**src/rtl/key_debounce_repeat_pkg.sv**
```systemverilog
// Repeat FSM state encoding and default timing constants for the pushbutton debouncer.
// Shared by the per-key cell and the top level.
package key_debounce_repeat_pkg;

    typedef enum logic [1:0] {
        IDLE   = 2'd0,
        DELAY  = 2'd1,
        REPEAT = 2'd2
    } rep_state_t;

    localparam int DEF_TICK_DIV     = 50000;
    localparam int DEF_STABLE_TICKS = 10;
    localparam int DEF_REPEAT_DELAY = 500;
    localparam int DEF_REPEAT_RATE  = 100;

    function automatic int max2(input int a, input int b);
        return (a > b) ? a : b;
    endfunction

endpackage

```
**src/rtl/key_debounce_cell.sv**
```systemverilog
// One pushbutton channel: 2-flop sync, tick-sampled debounce, auto-repeat FSM, registered pulses.
// Level/pulse outputs change on the tick edge that accepts the change; no backpressure.
module key_debounce_cell
    import key_debounce_repeat_pkg::*;
#(
    parameter int STABLE_TICKS = DEF_STABLE_TICKS,
    parameter int REPEAT_DELAY = DEF_REPEAT_DELAY,
    parameter int REPEAT_RATE  = DEF_REPEAT_RATE,
    parameter int REPEAT_EN    = 1
) (
    input  logic i_clk,
    input  logic i_reset,
    input  logic i_tick,
    input  logic i_key_n,
    output logic o_level,
    output logic o_press,
    output logic o_release
);

    localparam int DB_W = $clog2(STABLE_TICKS + 1);
    localparam int RP_W = $clog2(max2(REPEAT_DELAY, REPEAT_RATE) + 1);
    localparam logic [DB_W-1:0] DB_LAST    = DB_W'(STABLE_TICKS - 1);
    localparam logic [RP_W-1:0] DELAY_LAST = RP_W'(REPEAT_DELAY - 1);
    localparam logic [RP_W-1:0] RATE_LAST  = RP_W'(REPEAT_RATE - 1);

    logic            r_sync1;
    logic            r_sync2;
    logic [DB_W-1:0] r_db_cnt;
    logic [RP_W-1:0] r_rep_cnt;
    rep_state_t      r_state;
    logic            r_level;
    logic            r_press;
    logic            r_release;

    logic w_sample;
    logic w_differs;
    logic w_accept;

    assign w_sample  = ~r_sync2;
    assign w_differs = i_tick & (w_sample != r_level);
    // The tick that would bring the counter to STABLE_TICKS accepts the new level instead.
    assign w_accept  = w_differs & (r_db_cnt == DB_LAST);

    always_ff @(posedge i_clk) begin
        if (i_reset) begin
            r_sync1   <= 1'b0;
            r_sync2   <= 1'b0;
            r_db_cnt  <= '0;
            r_rep_cnt <= '0;
            r_state   <= IDLE;
            r_level   <= 1'b0;
            r_press   <= 1'b0;
            r_release <= 1'b0;
        end else begin
            r_sync1   <= i_key_n;
            r_sync2   <= r_sync1;
            r_press   <= 1'b0;
            r_release <= 1'b0;

            if (i_tick) begin
                r_db_cnt <= (w_differs && !w_accept) ? r_db_cnt + 1'b1 : '0;
            end

            // An accepted level change outranks any repeat event on the same tick.
            if (w_accept) begin
                r_level   <= ~r_level;
                r_rep_cnt <= '0;
                if (r_level) begin
                    r_release <= 1'b1;
                    r_state   <= IDLE;
                end else begin
                    r_press   <= 1'b1;
                    r_state   <= (REPEAT_EN != 0) ? DELAY : IDLE;
                end
            end else if (i_tick) begin
                case (r_state)
                    DELAY: begin
                        if (r_rep_cnt == DELAY_LAST) begin
                            r_press   <= 1'b1;
                            r_rep_cnt <= '0;
                            r_state   <= REPEAT;
                        end else begin
                            r_rep_cnt <= r_rep_cnt + 1'b1;
                        end
                    end
                    REPEAT: begin
                        if (r_rep_cnt == RATE_LAST) begin
                            r_press   <= 1'b1;
                            r_rep_cnt <= '0;
                        end else begin
                            r_rep_cnt <= r_rep_cnt + 1'b1;
                        end
                    end
                    default: begin
                        r_rep_cnt <= '0;
                    end
                endcase
            end
        end
    end

    assign o_level   = r_level;
    assign o_press   = r_press;
    assign o_release = r_release;

endmodule

```
**src/rtl/key_debounce_repeat.sv**
```systemverilog
// NUM_KEYS debounced pushbuttons with auto-repeat, sharing one sample-tick divider.
// Level change lands 2 sync cycles + STABLE_TICKS ticks after a clean edge; no backpressure.
module key_debounce_repeat
    import key_debounce_repeat_pkg::*;
#(
    parameter int NUM_KEYS     = 3,
    parameter int TICK_DIV     = DEF_TICK_DIV,
    parameter int STABLE_TICKS = DEF_STABLE_TICKS,
    parameter int REPEAT_DELAY = DEF_REPEAT_DELAY,
    parameter int REPEAT_RATE  = DEF_REPEAT_RATE,
    parameter int REPEAT_EN    = 1
) (
    input  logic                CLOCK_50,
    input  logic                reset,
    input  logic [NUM_KEYS-1:0] KEY,
    output logic [NUM_KEYS-1:0] key_level,
    output logic [NUM_KEYS-1:0] key_press,
    output logic [NUM_KEYS-1:0] key_release
);

    localparam int TK_W = max2($clog2(TICK_DIV), 1);
    localparam logic [TK_W-1:0] TICK_LAST = TK_W'(TICK_DIV - 1);

    logic [TK_W-1:0] r_tick_cnt;
    logic            w_tick;

    assign w_tick = (r_tick_cnt == TICK_LAST);

    always_ff @(posedge CLOCK_50) begin
        if (reset) begin
            r_tick_cnt <= '0;
        end else if (w_tick) begin
            r_tick_cnt <= '0;
        end else begin
            r_tick_cnt <= r_tick_cnt + 1'b1;
        end
    end

    for (genvar g = 0; g < NUM_KEYS; g++) begin : g_key
        key_debounce_cell #(
            .STABLE_TICKS (STABLE_TICKS),
            .REPEAT_DELAY (REPEAT_DELAY),
            .REPEAT_RATE  (REPEAT_RATE),
            .REPEAT_EN    (REPEAT_EN)
        ) u_cell (
            .i_clk     (CLOCK_50),
            .i_reset   (reset),
            .i_tick    (w_tick),
            .i_key_n   (KEY[g]),
            .o_level   (key_level[g]),
            .o_press   (key_press[g]),
            .o_release (key_release[g])
        );
    end

endmodule

```
**config.mk**
```make
export PLATFORM = sky130hd
export DESIGN_NAME = key_debounce_repeat
export DESIGN_NICKNAME = d
export VERILOG_FILES = /design/src/rtl/key_debounce_repeat_pkg.sv /design/src/rtl/key_debounce_cell.sv /design/src/rtl/key_debounce_repeat.sv
export SDC_FILE = /design/constraint.sdc
export NUM_CORES = 1
export LEC_CHECK = 0
export CAP_MARGIN = 20
export CORE_MARGIN = 3
export CORE_UTILIZATION = 35
export CTS_BUF_LIST = sky130_fd_sc_hd__clkbuf_2
export CTS_CLUSTER_SIZE = 16
export DETAILED_ROUTE_END_ITERATION = 6
export PLACE_DENSITY = 0.63
export SLEW_MARGIN = 25
export SYNTH_ARGS = -nofsm -noshare
export SYNTH_HDL_FRONTEND = slang
export SYNTH_SLANG_ARGS = --single-unit
```
**constraint.sdc**
```tcl
create_clock -name CLOCK_50 -period 2.3 [get_ports CLOCK_50]
set_input_delay 0.46 -clock CLOCK_50 [delete_from_list [all_inputs] [get_ports CLOCK_50]]
set_output_delay 0.46 -clock CLOCK_50 [all_outputs]
set_load 0.05 [all_outputs]
```
==> results_dict.tcl, run 1 <==
set metrics [dict create \
    status "finished, final reports clean" \
    asyncSetResetFlopFracSynth_pct 0 \
    cell_internal_pwr_mw 1.84 \
    n_antenna_cell 0 \
    synth_cells 455 \
    critical_path.startpoint_type "register" \
    finClkSkew_ns 0.0275 \
    io_buffers 13 \
    post-route-util_pct 41.7 \
    yosys.cell_types.count 50 \
    detail_route.drc_violations 0 \
    gr_usage_total_pct 14.0 \
    wire_length_of_the_first_global_routing_pass_um 13400 \
    clock.fmax_mhz 436 \
    setup_tns_ns 0 \
    ctsHtreeMaxLevel 3 \
    worstSetupPathType "reg -> reg" \
    rsz0062_at_grt "yes" \
    power.static_leakage_nw 1.55 \
    synth.yosys.seq_area_share_pct 40.7 \
    netSwitchingPower_uw 530 \
    finalMaxSlewViolations 0 \
    max-vdd-ir-drop_mv 0.214 \
    min_period_over_period_pct 99.6 \
    vias 3213 \
    post_synth.cell_area_avg_um2 8.21 \
    synth-edff-count 0 \
    floorplan.rows 37 \
    boundaryPins 14 \
    relative_contribution_of_sequential_cells_to_total_power_pct 56.6 \
    place_ws_ns 0.00420 \
    worst_r2r_path_depth 6 \
    clock_sink_count 76 \
    worstHoldPathCells 2 \
    fp.dieH_um 109 \
    crit_path_cell_trace "or4b_4 > or4_4 > buf_6 > or3_4 > a21o_1 > a21oi_1" \
    ctsHoldBuffers 0 \
    ys_warn_count 0 \
    power_frac_clock_pct 39.5 \
    core_area_um2 10400 \
    start_util_pct 36.0 \
    cp_max_fo 8 \
    antenna_violations_before_repair 0 \
    drt_pre_antenna_iters 4 \
    setup_violations 0 \
    share_comb_of_total_power_pct 3.9 \
    worstPathRequired_ns 2.82 \
    clk_pin_slew_worst_paths_ns 0.22 \
    postSynthNetCount 476 \
    nNetsFinal 504 \
    drt_iter0_drc 157 \
    place_inst 606 \
    worst_path_largest_cell_delay_ns 0.56 \
    worstMarginPinSlew_ns 0.661 \
    grt.overflow.total 0 \
    ys_flop_type "dfxtp_1" \
    finalWorstPathRequiredPeriod_ns 2.29 \
    netlist_area_um2 3730 \
    cts-root-buf "clkbuf_2" \
    route.detailed.wl_per_inst_um 12.3 \
    die_x_um 109 \
    kind_of_end_point_of_the_critical_path "register" \
    power_density_nw_per_um2 547 \
    worst_hold_path.endpoint "g_key[0].u_cell.r_sync1$_SDFF_PP0_" \
    instances_no_fill 624 \
    reg2reg_to "g_key[0].u_cell.o_press$_SDFF_PP0_" \
    hold_path_class "in -> reg" \
    dieArea_um2 11900 \
    clk_path_buf_depth 2 \
    final.setup.worst_slack_ns 0.00820 \
    critical_path.reg2reg.startpoint "r_tick_cnt[7]$_SDFF_PP0_" \
    timing.hold.worst.start "KEY[0]" \
    finalWeightedCongestion 0.845 \
    power.share.switching_pct 22.4 \
    r2r_setup_slack_ns 0.008 \
    cts_tree "done" \
    layout-drive-gt1-share_pct 12.3 \
    postRouteWirelength_um 7700 \
    timing.critical_path.arrival_ns 2.81 \
    relSlewSlack_pct 55.8 \
    grt_max_degree 26 \
    cap_viol_max_count 0 \
    ant_nets 0 \
    cts_inserted_buffers 9 \
    final-hold-violation-count 0 \
    critPathSlowestCell "or4_4" \
    number_of_global_route_vias_before_repair 3025 \
    worstSkewPairLatency_ns 0.56 \
    post-dp-hpwl_um 5480 \
    area_delta_synth_final_pct 15.9 \
    total_of_flip_flops_plus_latches_after_synthesis 76 \
    routed_via_density 5.15 \
]
==> worst max-delay path: cells and delay by family, from the launching register on <==
kind | cells | cell delay [ns]
buffers and inverters | 1 | 0.16
DFF | 1 | 0.35
AOI/OAI and AO/OA | 2 | 0.27
and+or+nand+nor | 3 | 1.50
==> per-layer routing <==
layer,wire length (um),GRT usage [%],vias up
met5,0,0,-
met2,3450,22.1,58
met1,3800,17.8,1484
li1,-,-,1654
met3,234,3.11,17
met4,201,7.66,0
==> power groups by stage <==
| stage | combinational (mW) | sequential, mW | clock, mW |
|---|---|---|---|
| floorplan | 0.0550 | 1.36 | 0 |
| global placement | 0.0834 | 1.37 | 0 |
| detailed placement | 0.0857 | 1.37 | 0 |
| CTS | 0.0884 | 1.34 | 0.958 |
| global route | 0.103 | 1.34 | 1.02 |
| finish | 0.0924 | 1.34 | 0.935 |
==> flip-flops by register name, indices dropped and copies added (netlist names) <==
signal / count
g_key.u_cell.r_rep_cnt: 27
r_tick_cnt: 16
g_key.u_cell.r_db_cnt: 12
g_key.u_cell.r_state: 6
g_key.u_cell.o_level: 3
g_key.u_cell.o_press: 3
g_key.u_cell.o_release: 3
g_key.u_cell.r_sync1: 3
g_key.u_cell.r_sync2: 3
==> what timing repair did <==
action,CTS,global route
pin swaps,3,4
buffers inserted,2,0
setup endpoints to repair,5,18
resized for setup,10,8
==> kinds of logic after synthesis <==
kind of cell               Yosys count  synth area share, %
and+or+nand+nor                    214                 29.1
xor gates and xnor gates            24                 5.63
AOI/OAI and AO/OA                   79                 13.7
buffers and inverters               46                 5.53
adders and majority gates           16                 5.36
DFF                                 76                 40.7
==> cells in the mapped netlist (2+ instances only) <==
| cell | count | area [um2] |
|---|---|---|
| nand2b_1 | 4 | 25.0 |
| and4_1 | 2 | 17.5 |
| and3_1 | 6 | 37.5 |
| nand4b_1 | 4 | 35.0 |
| or4b_1 | 2 | 20.0 |
| nand3_1 | 26 | 130 |
| nor3b_1 | 2 | 15.0 |
| ha_1 | 16 | 200 |
| dfxtp_1 | 76 | 1520 |
| a31oi_1 | 6 | 37.5 |
| nand2_1 | 36 | 135 |
| a22o_1 | 5 | 43.8 |
| buf_4 | 9 | 67.6 |
| or2_2 | 2 | 12.5 |
| nor2_1 | 65 | 244 |
| nand3b_1 | 6 | 45.0 |
| nand4_1 | 10 | 62.6 |
| o21a_1 | 2 | 15.0 |
| clkbuf_1 | 14 | 52.6 |
| inv_1 | 22 | 82.6 |
| o211ai_1 | 4 | 30.0 |
| a21o_1 | 3 | 22.5 |
| a21oi_1 | 24 | 120 |
| o21bai_1 | 2 | 15.0 |
| or3_1 | 2 | 12.5 |
| o21ai_0 | 16 | 80.1 |
| a41oi_1 | 2 | 17.5 |
| xor2_1 | 12 | 105 |
| nor4_1 | 3 | 18.8 |
| xnor2_1 | 12 | 105 |
| o311ai_0 | 4 | 35.0 |
| o2bb2ai_1 | 4 | 35.0 |
| a211oi_1 | 2 | 15.0 |
| nor2b_1 | 8 | 50.1 |
| nor3_1 | 27 | 135 |
==> through the flow <==
stage | power [mW] | cell area [um2] | hold WS [ns]
finish | 2.37 | 4330 | 0.417
global route | 2.47 | 4330 | 0.381
CTS | 2.39 | 4300 | 0.392
detailed placement | 1.45 | 4110 | 0.431
global placement | 1.45 | 4110 | 0.427
floorplan | 1.42 | 3730 | 0.414
==> area by class of cell <==
cell class	count	area (um2)
clock buffer	10	50.0
clock inverter	6	103
fill	1060	6040
inverter	22	82.6
multi-input combinational	333	2050
sequential	76	1530
tap	136	170
timing repair buffer	41	344
==> worst max-delay path by stage <==
stage | endpoint | start | slack [ns] | cells after the start
after floorplan | g_key[0].u_cell.o_press$_SDFF_PP0_ | r_tick_cnt[7]$_SDFF_PP0_ | 0.05 | 5
after global placement | g_key[0].u_cell.o_press$_SDFF_PP0_ | r_tick_cnt[4]$_SDFF_PP0_ | 0.04 | 6
after detailed placement | g_key[0].u_cell.r_state[0]$_SDFFE_PP0P_ | r_tick_cnt[4]$_SDFF_PP0_ | 0.004 | 5
after CTS | g_key[0].u_cell.r_state[0]$_SDFFE_PP0P_ | r_tick_cnt[11]$_SDFF_PP0_ | -0.01 | 5
after global routing | g_key[0].u_cell.o_press$_SDFF_PP0_ | r_tick_cnt[7]$_SDFF_PP0_ | -0.04 | 5
final | g_key[0].u_cell.o_press$_SDFF_PP0_ | r_tick_cnt[7]$_SDFF_PP0_ | 0.008 | 6
==> layout by cell type, fill, tap and decap left out, types with 5 or more instances in the layout <==
cell type,instances
a21oi_1,24
nand3_1,26
a31oi_1,6
dfxtp_1,73
nor2b_1,8
nand3b_1,6
ha_1,16
and3_1,6
o21ai_0,16
clkbuf_2,10
a22o_1,5
xor2_1,12
clkdlybuf4s50_1,10
buf_4,26
nand2_1,36
nand4_1,10
nor2_1,65
xnor2_1,12
inv_1,22
nor3_1,26
(Power assumes the default switching activity.)
==> run 2: changes to the inputs <==
CORE_UTILIZATION = 57   (was 35)
PLACE_DENSITY = 0.89   (was 0.63)
==> run 2 against run 1 <==
Against the previous run:
- the flow now finishes with violations (negative setup slack)
- power down 16%
- global-route usage increased by 8.3 points
- critical path depth shrank 1
- critical endpoint unchanged
- largest power group unchanged
==> results_dict.tcl, run 2 (same netlist as run 1, synthesis figures left out) <==
set metrics [dict create \
    reg2reg_to "g_key[0].u_cell.o_press$_SDFF_PP0_" \
    finalWeightedCongestion 0.804 \
    drt_iter0_drc 208 \
    cts_inserted_buffers 9 \
    share_comb_of_total_power_pct 4.6 \
    dieArea_um2 7560 \
    critical_path.startpoint_type "register" \
    wire_length_of_the_first_global_routing_pass_um 13600 \
    crit_path_end "g_key[0].u_cell.o_press$_SDFF_PP0_" \
    gr_usage_total_pct 22.4 \
    layout-drive-gt1-share_pct 10.3 \
    failed_checks "negative setup slack" \
    worstSkewPairLatency_ns 0.50 \
    largest-register "g_key.u_cell.r_rep_cnt" \
    final.hold.worst_slack_ns 0.466 \
    detail_route.drc_violations 0 \
    n_antenna_cell 0 \
    final.setup.worst_slack_ns -0.0374 \
    finish.instance_area_um2 4120 \
    start_util_pct 60.9 \
    finClkSkew_ns 0.0161 \
    kind_of_end_point_of_the_critical_path "register" \
    multiInputGateArea_um2 2050 \
    cp-startpoint "r_tick_cnt[4]$_SDFF_PP0_" \
    clock_sink_count 76 \
    layout_commonest_cell "dfxtp_1" \
    post-route-util_pct 67.2 \
    cp_max_fo 3 \
    r2r_setup_slack_ns -0.04 \
    fp.dieH_um 86.9 \
    power_frac_clock_pct 27.9 \
    clk_path_buf_depth 2 \
    cts_tree "done" \
    floorplan.rows 28 \
    die_x_um 86.9 \
    final-hold-violation-count 0 \
    worstSetupPathType "reg -> reg" \
    cts-root-buf "clkbuf_2" \
    netSwitchingPower_uw 489 \
    ctsHoldBuffers 0 \
    finalMaxSlewViolations 0 \
    number_of_global_route_vias_before_repair 3090 \
    power_density_nw_per_um2 482 \
    max-vdd-ir-drop_mv 0.256 \
    worstPathRequired_ns 2.75 \
    sequential_cell_area_in_the_final_layout_um2 1520 \
    largest_register_ffs 27 \
    timing.critical_path.arrival_ns 2.78 \
    min_period_over_period_pct 102 \
    clock.fmax_mhz 428 \
    grt_max_degree 44 \
    area_delta_synth_final_pct 10.3 \
    clk_pin_slew_worst_paths_ns 0.19 \
    postRouteWirelength_um 7830 \
    power.static_leakage_nw 1.51 \
    grt.overflow.total 0 \
    route.detailed.wl_per_inst_um 14.2 \
    drt_pre_antenna_iters 4 \
    routed_via_density 5.91 \
    place_inst 537 \
    cell_internal_pwr_mw 1.50 \
    postPlaceCellArea_um2 4000 \
    nNetsFinal 495 \
    post-dp-hpwl_um 5640 \
    power.share.switching_pct 24.6 \
    finalWorstPathRequiredPeriod_ns 2.34 \
    io_buffers 13 \
    ant_nets 0 \
    relSlewSlack_pct 50.0 \
    top_flop_regs "g_key.u_cell.r_rep_cnt: 27 flops, r_tick_cnt: 16 flops, g_key.u_cell.r_db_cnt: 12 flops" \
    vias 3265 \
    ctsHtreeMaxLevel 3 \
    critical_path.reg2reg.startpoint "r_tick_cnt[4]$_SDFF_PP0_" \
    boundaryPins 14 \
    setup_tns_ns -0.0374 \
    final.fill_count 482 \
    setup_violations 1 \
    most-common-layout-cells "dfxtp_1, nor2_1, nand2_1" \
    rsz0062_at_grt "yes" \
    worstMarginPinSlew_ns 0.747 \
    core_area_um2 6130 \
    instances_no_fill 552 \
    relative_contribution_of_sequential_cells_to_total_power_pct 67.5 \
    cap_viol_max_count 0 \
    hold_path_class "reg -> reg" \
    worst_r2r_path_depth 5 \
    antenna_violations_before_repair 0 \
    status "complete, but fails checks" \
]
==> run 2: cell count changes in the layout (fill, tap and decap cells not counted), sizes merged <==
cell	before	now
buf	28	19
bufinv	3	0
clkinv	3	4
dlygate4sd2	3	2
dlymetal6s2s	0	1
==> run 2: final cells by class <==
cell class | count | share of cell area (%)
inverters | 22 | 2.00
well taps | 75 | 2.28
clock buffers | 10 | 1.21
multi-input cells | 333 | 49.9
repair buffers | 32 | 7.23
flip-flops and latches | 76 | 37.0
clock inverters | 4 | 0.456
==> run 2: power by group through the flow <==
| stage | clock [mW] | sequential [mW] | combinational, mW |
|---|---|---|---|
| after floorplan | 0 | 1.36 | 0.0550 |
| after global placement | 0 | 1.37 | 0.0822 |
| after detailed placement | 0 | 1.37 | 0.0875 |
| after CTS | 0.562 | 1.34 | 0.0885 |
| after global routing | 0.629 | 1.34 | 0.0990 |
| final | 0.553 | 1.34 | 0.0907 |
==> run 2: critical path: stages (launching register included) <==
cell and delay, ns:
dfxtp_2 0.36, or4b_4 0.53, or4_4 0.55, or4b_4 0.54
a21o_1 0.20, a21oi_2 0.11
==> run 2: per-layer routing <==
layer	routed length, um	vias to the layer above	GRT usage (%)
li1	-	1636	-
met3	343	15	3.41
met5	0	-	0
met1	3550	1524	28.6
met4	172	0	11.2
met2	3760	90	36.5
==> run 2: worst min path at each step <==
stage / startpoint / end / slack (ns) / cells past startpoint
after global routing: KEY[2] / g_key[2].u_cell.r_sync1$_SDFF_PP0_ / 0.47 / 2
final: g_key[1].u_cell.r_sync1$_SDFF_PP0_ / g_key[1].u_cell.r_sync2$_SDFF_PP0_ / 0.47 / 1
after floorplan: g_key[0].u_cell.r_sync1$_SDFF_PP0_ / g_key[0].u_cell.r_sync2$_SDFF_PP0_ / 0.41 / 1
after global placement: g_key[2].u_cell.r_sync1$_SDFF_PP0_ / g_key[2].u_cell.r_sync2$_SDFF_PP0_ / 0.43 / 1
after detailed placement: g_key[1].u_cell.r_sync1$_SDFF_PP0_ / g_key[1].u_cell.r_sync2$_SDFF_PP0_ / 0.44 / 1
after CTS: g_key[1].u_cell.r_sync1$_SDFF_PP0_ / g_key[1].u_cell.r_sync2$_SDFF_PP0_ / 0.46 / 1
==> run 2: repair_timing <==
action | in CTS | in global routing
gates resized for setup | 5 | 9
endpoints found under the setup margin | 5 | 25
buffers inserted | 1 | 0
==> run 2: metrics by stage <==
step                      power, mW  worst slack [ns]
after CTS                      1.99           -0.0477
after global placement         1.45            0.0324
after floorplan                1.42            0.0534
final                          1.98           -0.0374
after detailed placement       1.45           -0.0516
after global routing           2.07           -0.0675
